`config.mk`:
```
export PLATFORM = sky130hd
export DESIGN_NAME = unit_hazard_ctrl_flat
export DESIGN_NICKNAME = d
export VERILOG_FILES = /design/src/rtl/unit_hazard_ctrl_pkg.sv /design/src/rtl/unit_hazard_ctrl_if.sv /design/src/rtl/unit_hazard_ctrl_sat_counter.sv /design/src/rtl/unit_hazard_ctrl.sv /design/src/flat_wrapper.sv
export SDC_FILE = /design/constraint.sdc
export NUM_CORES = 1
export LEC_CHECK = 0
export ABC_AREA = 1
export CORE_MARGIN = 2
export CORE_UTILIZATION = 38
export CTS_CLUSTER_DIAMETER = 30
export DETAILED_ROUTE_END_ITERATION = 8
export PLACE_DENSITY = 0.76
export REMOVE_ABC_BUFFERS = 1
export SLEW_MARGIN = 20
export SYNTH_ARGS = -nofsm -noshare
export SYNTH_HDL_FRONTEND = slang
export SYNTH_SLANG_ARGS = --single-unit
```
`constraint.sdc`:
```
create_clock -name i_clk -period 1.95 [get_ports i_clk]
set_input_delay 0.195 -clock i_clk [delete_from_list [all_inputs] [get_ports i_clk]]
set_output_delay 0.195 -clock i_clk [all_outputs]
set_load 0.1 [all_outputs]
```
`src/rtl/unit_hazard_ctrl_pkg.sv`:
```
// Shared types and helpers for the pipeline hazard/stall controller.
package hazard_pkg;

  typedef enum logic [1:0] {
    RUN        = 2'd0,
    LOAD_STALL = 2'd1,
    HALTED     = 2'd2
  } hz_state_e;

  localparam int LD_CNT_W = 4;

  // Register 0 is hard-wired zero, so a load targeting it is normally harmless.
  function automatic logic load_use_hit(input logic mem_read,
                                        input logic match_rs,
                                        input logic match_rt,
                                        input logic rt_is_zero,
                                        input logic r0_hazard);
    return mem_read && (match_rs || match_rt) && (r0_hazard || !rt_is_zero);
  endfunction

endpackage

```
`src/rtl/unit_hazard_ctrl_if.sv`:
```
// Pipeline-side signal bundle of the hazard controller.
interface unit_hazard_ctrl_if #(
  parameter int REG_SIZE  = 5,
  parameter int CNT_WIDTH = 32
);
  logic                 i_run;
  logic                 i_branch_taken;
  logic                 i_EX_jump;
  logic                 i_MEM_jump;
  logic                 i_MEM_halt;
  logic                 i_WB_halt;
  logic                 i_ID_EX_mem_read;
  logic [REG_SIZE-1:0]  i_ID_EX_rt;
  logic [REG_SIZE-1:0]  i_IF_ID_rs;
  logic [REG_SIZE-1:0]  i_IF_ID_rt;
  logic                 i_EX_mc_busy;
  logic                 o_enable_pc;
  logic                 o_enable_IF_ID_reg;
  logic                 o_enable_ID_EX_reg;
  logic                 o_flush_IF;
  logic                 o_flush_ID;
  logic                 o_flush_EX;
  logic                 o_halted;
  logic [CNT_WIDTH-1:0] o_stall_count;

  modport master (
    output i_run, i_branch_taken, i_EX_jump, i_MEM_jump, i_MEM_halt, i_WB_halt,
           i_ID_EX_mem_read, i_ID_EX_rt, i_IF_ID_rs, i_IF_ID_rt, i_EX_mc_busy,
    input  o_enable_pc, o_enable_IF_ID_reg, o_enable_ID_EX_reg,
           o_flush_IF, o_flush_ID, o_flush_EX, o_halted, o_stall_count
  );

  modport slave (
    input  i_run, i_branch_taken, i_EX_jump, i_MEM_jump, i_MEM_halt, i_WB_halt,
           i_ID_EX_mem_read, i_ID_EX_rt, i_IF_ID_rs, i_IF_ID_rt, i_EX_mc_busy,
    output o_enable_pc, o_enable_IF_ID_reg, o_enable_ID_EX_reg,
           o_flush_IF, o_flush_ID, o_flush_EX, o_halted, o_stall_count
  );
endinterface

```
`src/rtl/unit_hazard_ctrl_sat_counter.sv`:
```
// Saturating up-counter with synchronous active-low clear.
module hazard_sat_counter #(
  parameter int CNT_WIDTH = 32
) (
  input  logic                 clk_i,
  input  logic                 clear_n_i,
  input  logic                 en_i,
  output logic [CNT_WIDTH-1:0] count_o
);

  logic [CNT_WIDTH-1:0] cnt_q, cnt_d;

  always_comb begin
    cnt_d = cnt_q;
    if (en_i && (cnt_q != '1)) cnt_d = cnt_q + CNT_WIDTH'(1);
  end

  always_ff @(posedge clk_i) begin
    if (!clear_n_i) cnt_q <= '0;
    else            cnt_q <= cnt_d;
  end

  assign count_o = cnt_q;

endmodule

```
`src/rtl/unit_hazard_ctrl.sv`:
```
// Hazard/stall controller: load-use and multi-cycle stalls, sticky halt, run gate, stall counter.
module unit_hazard_ctrl
  import hazard_pkg::*;
#(
  parameter int REG_SIZE  = 5,
  parameter int LOAD_LAT  = 1,
  parameter int CNT_WIDTH = 32,
  parameter int R0_HAZARD = 0
) (
  input logic              i_clk,
  input logic              i_reset_n,
  unit_hazard_ctrl_if.slave hz
);

  localparam logic [LD_CNT_W-1:0] LD_INIT = LD_CNT_W'(LOAD_LAT - 1);
  localparam logic                R0_EN   = (R0_HAZARD != 0);

  hz_state_e             state_q, state_d;
  logic [LD_CNT_W-1:0]   ld_cnt_q, ld_cnt_d;
  logic [REG_SIZE-1:0]   ex_rt, id_rs, id_rt;
  logic                  hazard;
  logic                  stall_inc;
  logic                  en_pc, en_ifid, en_idex, fl_if, fl_id, fl_ex, halted;

  assign ex_rt = hz.i_ID_EX_rt;
  assign id_rs = hz.i_IF_ID_rs;
  assign id_rt = hz.i_IF_ID_rt;

  assign hazard = load_use_hit(hz.i_ID_EX_mem_read, ex_rt == id_rs, ex_rt == id_rt,
                               ex_rt == '0, R0_EN);

  always_ff @(posedge i_clk) begin
    if (!i_reset_n) begin
      state_q  <= RUN;
      ld_cnt_q <= '0;
    end else begin
      state_q  <= state_d;
      ld_cnt_q <= ld_cnt_d;
    end
  end

  // Priority chain, highest first; the first matching branch owns outputs and next state.
  always_comb begin
    state_d   = state_q;
    ld_cnt_d  = ld_cnt_q;
    en_pc     = 1'b1;
    en_ifid   = 1'b1;
    en_idex   = 1'b1;
    fl_if     = 1'b0;
    fl_id     = 1'b0;
    fl_ex     = 1'b0;
    halted    = 1'b0;
    stall_inc = 1'b0;

    if (!i_reset_n) begin
      state_d  = RUN;
      ld_cnt_d = '0;
    end else if (state_q == HALTED) begin
      en_pc   = 1'b0;
      en_ifid = 1'b0;
      en_idex = 1'b0;
      halted  = 1'b1;
    end else if (!hz.i_run) begin
      en_pc   = 1'b0;
      en_ifid = 1'b0;
      en_idex = 1'b0;
    end else if (hz.i_branch_taken) begin
      fl_if    = 1'b1;
      fl_id    = 1'b1;
      fl_ex    = 1'b1;
      state_d  = RUN;
      ld_cnt_d = '0;
    end else if (hz.i_EX_jump || hz.i_MEM_jump) begin
      fl_id    = 1'b1;
      state_d  = RUN;
      ld_cnt_d = '0;
    end else if (hz.i_MEM_halt || hz.i_WB_halt) begin
      // The flushed ID instruction no longer needs its load result, so any stall is dropped.
      fl_if    = 1'b1;
      fl_id    = 1'b1;
      fl_ex    = 1'b1;
      ld_cnt_d = '0;
      state_d  = hz.i_WB_halt ? HALTED : RUN;
    end else if (state_q == LOAD_STALL) begin
      en_pc     = 1'b0;
      en_ifid   = 1'b0;
      fl_id     = 1'b1;
      stall_inc = 1'b1;
      if (ld_cnt_q <= LD_CNT_W'(1)) begin
        ld_cnt_d = '0;
        state_d  = RUN;
      end else begin
        ld_cnt_d = ld_cnt_q - LD_CNT_W'(1);
      end
    end else if (hazard) begin
      en_pc     = 1'b0;
      en_ifid   = 1'b0;
      fl_id     = 1'b1;
      stall_inc = 1'b1;
      if (LOAD_LAT > 1) begin
        state_d  = LOAD_STALL;
        ld_cnt_d = LD_INIT;
      end
    end else if (hz.i_EX_mc_busy) begin
      en_pc     = 1'b0;
      en_ifid   = 1'b0;
      en_idex   = 1'b0;
      fl_ex     = 1'b1;
      stall_inc = 1'b1;
    end
  end

  hazard_sat_counter #(
    .CNT_WIDTH (CNT_WIDTH)
  ) u_stall_cnt (
    .clk_i     (i_clk),
    .clear_n_i (i_reset_n),
    .en_i      (stall_inc),
    .count_o   (hz.o_stall_count)
  );

  assign hz.o_enable_pc        = en_pc;
  assign hz.o_enable_IF_ID_reg = en_ifid;
  assign hz.o_enable_ID_EX_reg = en_idex;
  assign hz.o_flush_IF         = fl_if;
  assign hz.o_flush_ID         = fl_id;
  assign hz.o_flush_EX         = fl_ex;
  assign hz.o_halted           = halted;

endmodule

```
`src/flat_wrapper.sv`:
```
// flat-port wrapper written by rule: the top's interface ports become plain ports
module unit_hazard_ctrl_flat import hazard_pkg::*;
#(
  parameter int REG_SIZE  = 5,
  parameter int LOAD_LAT  = 1,
  parameter int CNT_WIDTH = 32,
  parameter int R0_HAZARD = 0
)
  (i_clk, i_reset_n, hz_i_run, hz_i_branch_taken, hz_i_EX_jump, hz_i_MEM_jump, hz_i_MEM_halt, hz_i_WB_halt, hz_i_ID_EX_mem_read, hz_i_ID_EX_rt, hz_i_IF_ID_rs, hz_i_IF_ID_rt, hz_i_EX_mc_busy, hz_o_enable_pc, hz_o_enable_IF_ID_reg, hz_o_enable_ID_EX_reg, hz_o_flush_IF, hz_o_flush_ID, hz_o_flush_EX, hz_o_halted, hz_o_stall_count);
  unit_hazard_ctrl_if #(.REG_SIZE(REG_SIZE), .CNT_WIDTH(CNT_WIDTH)) hz_i ();
  input logic i_clk;
  input logic i_reset_n;
  input wire logic [$bits(hz_i.i_run)-1:0] hz_i_run;
  input wire logic [$bits(hz_i.i_branch_taken)-1:0] hz_i_branch_taken;
  input wire logic [$bits(hz_i.i_EX_jump)-1:0] hz_i_EX_jump;
  input wire logic [$bits(hz_i.i_MEM_jump)-1:0] hz_i_MEM_jump;
  input wire logic [$bits(hz_i.i_MEM_halt)-1:0] hz_i_MEM_halt;
  input wire logic [$bits(hz_i.i_WB_halt)-1:0] hz_i_WB_halt;
  input wire logic [$bits(hz_i.i_ID_EX_mem_read)-1:0] hz_i_ID_EX_mem_read;
  input wire logic [$bits(hz_i.i_ID_EX_rt)-1:0] hz_i_ID_EX_rt;
  input wire logic [$bits(hz_i.i_IF_ID_rs)-1:0] hz_i_IF_ID_rs;
  input wire logic [$bits(hz_i.i_IF_ID_rt)-1:0] hz_i_IF_ID_rt;
  input wire logic [$bits(hz_i.i_EX_mc_busy)-1:0] hz_i_EX_mc_busy;
  output wire logic [$bits(hz_i.o_enable_pc)-1:0] hz_o_enable_pc;
  output wire logic [$bits(hz_i.o_enable_IF_ID_reg)-1:0] hz_o_enable_IF_ID_reg;
  output wire logic [$bits(hz_i.o_enable_ID_EX_reg)-1:0] hz_o_enable_ID_EX_reg;
  output wire logic [$bits(hz_i.o_flush_IF)-1:0] hz_o_flush_IF;
  output wire logic [$bits(hz_i.o_flush_ID)-1:0] hz_o_flush_ID;
  output wire logic [$bits(hz_i.o_flush_EX)-1:0] hz_o_flush_EX;
  output wire logic [$bits(hz_i.o_halted)-1:0] hz_o_halted;
  output wire logic [$bits(hz_i.o_stall_count)-1:0] hz_o_stall_count;
  assign hz_i.i_run = hz_i_run;
  assign hz_i.i_branch_taken = hz_i_branch_taken;
  assign hz_i.i_EX_jump = hz_i_EX_jump;
  assign hz_i.i_MEM_jump = hz_i_MEM_jump;
  assign hz_i.i_MEM_halt = hz_i_MEM_halt;
  assign hz_i.i_WB_halt = hz_i_WB_halt;
  assign hz_i.i_ID_EX_mem_read = hz_i_ID_EX_mem_read;
  assign hz_i.i_ID_EX_rt = hz_i_ID_EX_rt;
  assign hz_i.i_IF_ID_rs = hz_i_IF_ID_rs;
  assign hz_i.i_IF_ID_rt = hz_i_IF_ID_rt;
  assign hz_i.i_EX_mc_busy = hz_i_EX_mc_busy;
  assign hz_o_enable_pc = hz_i.o_enable_pc;
  assign hz_o_enable_IF_ID_reg = hz_i.o_enable_IF_ID_reg;
  assign hz_o_enable_ID_EX_reg = hz_i.o_enable_ID_EX_reg;
  assign hz_o_flush_IF = hz_i.o_flush_IF;
  assign hz_o_flush_ID = hz_i.o_flush_ID;
  assign hz_o_flush_EX = hz_i.o_flush_EX;
  assign hz_o_halted = hz_i.o_halted;
  assign hz_o_stall_count = hz_i.o_stall_count;
  unit_hazard_ctrl #(.REG_SIZE(REG_SIZE), .LOAD_LAT(LOAD_LAT), .CNT_WIDTH(CNT_WIDTH), .R0_HAZARD(R0_HAZARD)) u_core (.i_clk(i_clk), .i_reset_n(i_reset_n), .hz(hz_i));
endmodule
```
# ---- Yosys cells after proc, flatten, opt, wreduce, memory -nomap -nowiden
# Index checks and enable logic that the tools add are counted.
# Widths: inputs -> output; s select.
dict set report op_classes {
  n_addsub 2
  n_lt_le_gt_ge 1
  eq_ne 5
  muxes 61
  n_bitwise 1
  reduce_logical 12
}
# operator n
set op_table {}
lappend op_table {{$mux 1} 50}
lappend op_table {{$add 32x1->32 const B} 1}
lappend op_table {{$ne 32x32->1 const B} 1}
lappend op_table {{$mux 4} 5}
lappend op_table {{$mux 2} 6}
lappend op_table {{$eq 5x5->1} 2}
lappend op_table {{$reduce_bool 4->1} 2}
lappend op_table {{$logic_not 5->1} 1}
lappend op_table {{$le 4x1->1 const B} 1}
lappend op_table {{$reduce_and 4->1} 1}
lappend op_table {{$sub 4x1->4 const B} 1}
lappend op_table {{$logic_and 1x1->1} 3}
lappend op_table {{$logic_or 1x1->1} 3}
lappend op_table {{$reduce_and 3->1} 1}
lappend op_table {{$eq 2x1->1 const B} 1}
lappend op_table {{$eq 2x2->1 const B} 1}
lappend op_table {{$logic_not 1->1} 1}
lappend op_table {{$not 1->1} 1}
dict set report word_totals {
  regBits 38
  input_bits 25
  out_inout_bits 39
  elab_cells 85
}

# ---- Depth between registers and ports, before layout
dict set report depth {
  word_depth 13
  ltp_mapped 14
  depth_no_buf 13
}

# ---- Modules after synthesis
# A second synthesis with hierarchy kept.
dict set report hier_totals {
  hier_cells 393
  area_unflattened_um2 2311.0
}
# mod n_inst cells_each area_per_inst_um2 seq_area_each_um2
set by_module_without_submodules {}
lappend by_module_without_submodules {hazard_sat_counter 1 312 1948.1 640.6}
lappend by_module_without_submodules {unit_hazard_ctrl 1 81 362.8 20.0}

# ---- Least setup slack after synthesis
# No wires, ideal clock.
dict set report synth_timing {
  path_type {input to output}
  start {input hz_i_ID_EX_rt[3]}
  end {output hz_o_enable_pc}
  t_arrival_ns 3.419
  slack_ns -1.664
  stages 8
  n_path_buf 1
  path_cell_list {inv_1 > nand4_1 > o21ai_0 > inv_1 > nand2_2 > a21oi_1 > o21ai_0 > buf_4}
}
dict set report synth_via {
  elab_chain_len 12
}
# item line_no
set synth_rtl {}
lappend synth_rtl {{start, declared} flat_wrapper.sv:20} ;# input wire logic [$bits(hz_i.i_ID_EX_rt)-1:0] hz_i_ID_EX_rt;
lappend synth_rtl {{$eq 5x5->1} unit_hazard_ctrl.sv:29} ;# assign hazard = load_use_hit(hz.i_ID_EX_mem_read, ex_rt == id_rs, ex_rt == id_rt,
lappend synth_rtl {{$logic_or 1x1->1} unit_hazard_ctrl_pkg.sv:18} ;# return mem_read && (match_rs || match_rt) && (r0_hazard || !rt_is_zero);
lappend synth_rtl {{$logic_and 1x1->1} unit_hazard_ctrl_pkg.sv:18}
lappend synth_rtl {{$logic_and 1x1->1 (*)} unit_hazard_ctrl_pkg.sv:18}
lappend synth_rtl {{$mux 1 (*) (8 in a row)} --}
lappend synth_rtl {{end, declared} flat_wrapper.sv:24} ;# output wire logic [$bits(hz_i.o_enable_pc)-1:0] hz_o_enable_pc;
# Mark *: on every way between the ends. The rest lies on a longest branch, timed or not.

# ---- Worst setup path in the final report
dict set report layout_timing {
  start {input hz_i_ID_EX_rt[2]}
  end {register u_core.u_stall_cnt.cnt_q[24] (netlist: u_core.u_stall_cnt.count_o[24])}
}
dict set report layout_via {
  elab_chain_len 13
}
# item line_no
set layout_rtl {}
lappend layout_rtl {{$eq 5x5->1} unit_hazard_ctrl.sv:29}
lappend layout_rtl {{$logic_or 1x1->1} unit_hazard_ctrl_pkg.sv:18}
lappend layout_rtl {{$logic_and 1x1->1} unit_hazard_ctrl_pkg.sv:18}
lappend layout_rtl {{$logic_and 1x1->1 (*)} unit_hazard_ctrl_pkg.sv:18}
lappend layout_rtl {{$mux 1 (*)} unit_hazard_ctrl.sv:95} ;# end else if (hazard) begin
lappend layout_rtl {{$mux 1 (*)} unit_hazard_ctrl.sv:84} ;# end else if (state_q == LOAD_STALL) begin
lappend layout_rtl {{$mux 1 (*)} unit_hazard_ctrl.sv:77} ;# end else if (hz.i_MEM_halt || hz.i_WB_halt) begin
lappend layout_rtl {{$mux 1 (*)} unit_hazard_ctrl.sv:73} ;# end else if (hz.i_EX_jump || hz.i_MEM_jump) begin
lappend layout_rtl {{$mux 1 (*)} unit_hazard_ctrl.sv:67} ;# end else if (hz.i_branch_taken) begin
lappend layout_rtl {{$mux 1 (*)} unit_hazard_ctrl.sv:63} ;# end else if (!hz.i_run) begin
lappend layout_rtl {{$mux 1 (*)} unit_hazard_ctrl.sv:58} ;# end else if (state_q == HALTED) begin
lappend layout_rtl {{$mux 1 (*)} unit_hazard_ctrl.sv:55} ;# if (!i_reset_n) begin
lappend layout_rtl {{$logic_and 1x1->1 (*)} unit_hazard_ctrl_sat_counter.sv:15} ;# if (en_i && (cnt_q != '1)) cnt_d = cnt_q + CNT_WIDTH'(1);
lappend layout_rtl {{end signal, assigned} unit_hazard_ctrl_sat_counter.sv:20} ;# else cnt_q <= cnt_d;
lappend layout_rtl {{end, declared} unit_hazard_ctrl_sat_counter.sv:11} ;# logic [CNT_WIDTH-1:0] cnt_q, cnt_d;
# Marks and branches as above.
# A chain may end at the register's enable or synchronous reset.

==> results.json <==
{
  "relSlewSlack_pct": 75.0,
  "track_usage_pct": 20.9,
  "hp-class": "in2reg",
  "fmax_mhz": 519,
  "p_comb_share_pct": 17.7,
  "io_buffers": 63,
  "ys.flop_type": "dfxtp_1",
  "start_kind": "primary input",
  "power.internal_uw": 1100,
  "coreArea_sq_um": 5510,
  "drcViolationCount": 0,
  "start_util_pct": 39.2,
  "die_area_sq_um": 6290,
  "nFillCells": 515,
  "dp.cells": 505,
  "yosys_warnings": 0,
  "setup_violations": 0,
  "numClockSinks": 33,
  "min_path_cells": 4,
  "place_area_sq_um": 2960,
  "yosys-top-cells-area": "dfxtp_1, nand2_1, nor2_1",
  "register_area_sq_um": 673,
  "first_pass_iters": 5,
  "overflow": 0,
  "hold_end": "u_core.state_q[1]",
  "h-tree-depth": 2,
  "post-route-cell-area_sq_um": 3290,
  "end_kind": "register",
  "ir_worst_vdd_mv": 0.346,
  "drt_iter0_markers": 125,
  "hold_viol": 0,
  "slowest_stage": "dlygate4sd2_1",
  "yosys.area.top_type_share_pct": 30.6,
  "synth_cells": 358,
  "routed_wl_um": 6540,
  "grt_max_degree": 35,
  "cp_top_family": "buffers and inverters",
  "antenna_found_initial": 0,
  "powerDensity_nw_per_um2": 465,
  "grt_pass1_vias": 2323,
  "synth.avg_cell_area_sq_um": 6.03,
  "setup_slack_ps": 22.4,
  "hpwl_um": 4470,
  "rows": 27,
  "crit_arrival_ps": 2160,
  "ios": 64,
  "drv_slew": 0,
  "pre_cts_ws_ps": -146,
  "required_ps": 2180,
  "path_cells": "dlygate4sd2_1 -> inv_1 -> nand4_1 -> o21ai_1 -> inv_1 -> nand2_4 -> a21oi_4 -> buf_6 -> buf_4 -> buf_4 -> buf_4 -> buf_4 -> buf_4 -> buf_4 -> nand4_1 -> nand2_1 -> nor2_1",
  "root_buffer": "clkbuf_8",
  "worstMarginPinSlew_ps": 375,
  "final-instance-count-excl-fill": 527,
  "ant_nets": 0,
  "skew_ps": 7.97,
  "reg2reg_depth": 11,
  "async_flop_share_pct": 0,
  "netlist_area_sq_um": 2160,
  "cts_buffers": 5,
  "synth-seq-cells": 33,
  "grt_pass1_wl_um": 10500,
  "critical-path-max-stage-delay_ps": 270,
  "clkPwrFrac_pct": 38.3,
  "final_nets": 480,
  "cpMostUsedCell": "buf_4",
  "clk_pin_slew_worst_paths_ps": 70,
  "worst-path-buf-inv": 10,
  "power_uw": 1530,
  "multi_input_area_sq_um": 1370,
  "clk-insertion-delay-late_ps": 300,
  "critPathKind": "in2reg",
  "yosysTopAreaCell": "dfxtp_1",
  "period_share_pct": 98.9,
  "power.share.switching_pct": 27.9,
  "switchingPower_uw": 427,
  "hold_buffers": 0,
  "pwr-share-seq_pct": 44.0,
  "die_height_um": 79.3,
  "die_w_um": 79.3,
  "cts_buffer_depth": 2,
  "cts_tree": "built",
  "ys_seq_area_share_pct": 30.6,
  "via_per_inst": 4.86,
  "setup_tns_ps": 0,
  "rr_endpoint": "u_core.u_stall_cnt.count_o[13]",
  "r2r_start": "u_core.u_stall_cnt.count_o[12]",
  "period_needed_ps": 1930,
  "power_leakage_uw": 0.00154,
  "drive_gt1_share_pct": 28.4,
  "dr_total_vias": 2559,
  "status": "complete, no violations",
  "synthToLayoutAreaGrowth_pct": 52.7,
  "drv_cap": 0,
  "hp-start": "hz_i_branch_taken",
  "n_antenna_cell": 0,
  "path_max_fanout": 4,
  "wire_per_inst_um": 12.4,
  "finalWeightedCongestion": 0.872,
  "r2r_slack_ps": 150,
  "ys_types": 29,
  "synth_edf_count": 0
}
-- worst min-delay path: stages --
cell and delay, ps:
dlymetal6s2s_1 100, inv_2 60, nand2_4 60, o21ai_0 90
-- power by group through the flow --
stage / sequential, uW / clock [uW] / combinational (uW)
final: 673 / 586 / 272
after global routing: 673 / 637 / 290
after CTS: 674 / 596 / 250
after detailed placement: 690 / 0 / 250
after global placement: 690 / 0 / 246
after floorplan: 691 / 0 / 122
-- cells in the mapped netlist (2+ instances only) --
cell type and n:
nand4_1 8, buf_4 2, xnor2_1 2, nand3_1 24, nand2_1 101, a21oi_1 18, o21bai_1 2, nor2_1 88
inv_1 41, nand2_2 2, buf_2 3, nor2_4 5, nor2_2 3, inv_2 2, nand3_2 5, dfxtp_1 33
o21ai_0 6, buf_6 2
-- state kept, by name (all words and copies together), names as in the netlist --
register                    cells
u_core.u_stall_cnt.count_o     32
u_core.state_q                  1
-- cells in the final DEF, fill, tap and decap left out, types with 2 or more instances in the layout --
cell              n
clkbuf_8          7
o21ai_0           4
nand3_1          23
nand4_1           8
buf_6             2
xnor2_1           2
nor2_2            8
dlygate4sd2_1     8
nand2_4           2
nor2_1           82
nor2_4            6
a21oi_1          16
clkdlybuf4s50_1   7
buf_4            64
buf_12            6
inv_1            39
a21oi_2           2
nand2_1          98
dfxtp_2           7
inv_2             4
nand2_2           3
dlymetal6s2s_1    8
nand3_2           6
dfxtp_1          25
-- area by class of cell --
cell class,count,area share [%]
Multi-Input combinational cell,274,41.6
Timing Repair Buffer,97,27.3
Sequential cell,33,20.4
Inverter,43,4.90
Clock buffer,7,2.93
Tap cell,72,2.74
Clock inverter,1,0.152
-- per-stage QoR --
step	utilization, %	hold WS, ps
after floorplan	-	316
after global placement	53.8	483
after detailed placement	53.8	472
after global routing	59.8	285
final	59.8	264
after CTS	56.5	488
-- how the worst max path moves through the flow --
stage                      from                             end  cells after the start
6_report       hz_i_ID_EX_rt[2]  u_core.u_stall_cnt.count_o[24]                     17
2_1_floorplan  hz_i_ID_EX_rt[3]           hz_o_enable_IF_ID_reg                      7
3_3_place_gp   hz_i_ID_EX_rt[0]           hz_o_enable_IF_ID_reg                     12
5_1_grt        hz_i_ID_EX_rt[2]  u_core.u_stall_cnt.count_o[24]                     17
3_5_place_dp   hz_i_ID_EX_rt[0]  u_core.u_stall_cnt.count_o[13]                     15
4_1_cts        hz_i_IF_ID_rt[4]                  hz_o_enable_pc                     12
-- repair_timing --
item / in CTS / in global routing
setup endpoints to repair: 3 / 38
pin swaps: 9 / 14
gates resized for setup: 14 / 43
cloned: 0 / 1
setup buffers: 6 / 8
-- cell families (layout without fill, tap and decap cells) --
group,Yosys count,after routing,synth area share [%]
adders and majority gates,1,1,0.580
AOI/OAI and AO/OA,28,28,6.96
buffers and inverters,51,148,10.1
DFF,33,33,30.6
and+or+nand+nor,243,243,50.9
xor gates and xnor gates,2,2,0.812
-- metal layers --
metal | global-route usage (%) | up-vias | wire (um)
met3 | 6.25 | 23 | 299
met5 | 0 | - | 0
met1 | 24.7 | 1159 | 2800
met2 | 36.7 | 68 | 3240
met4 | 5.86 | 0 | 206
li1 | - | 1309 | -
(Power assumes the default switching activity.)
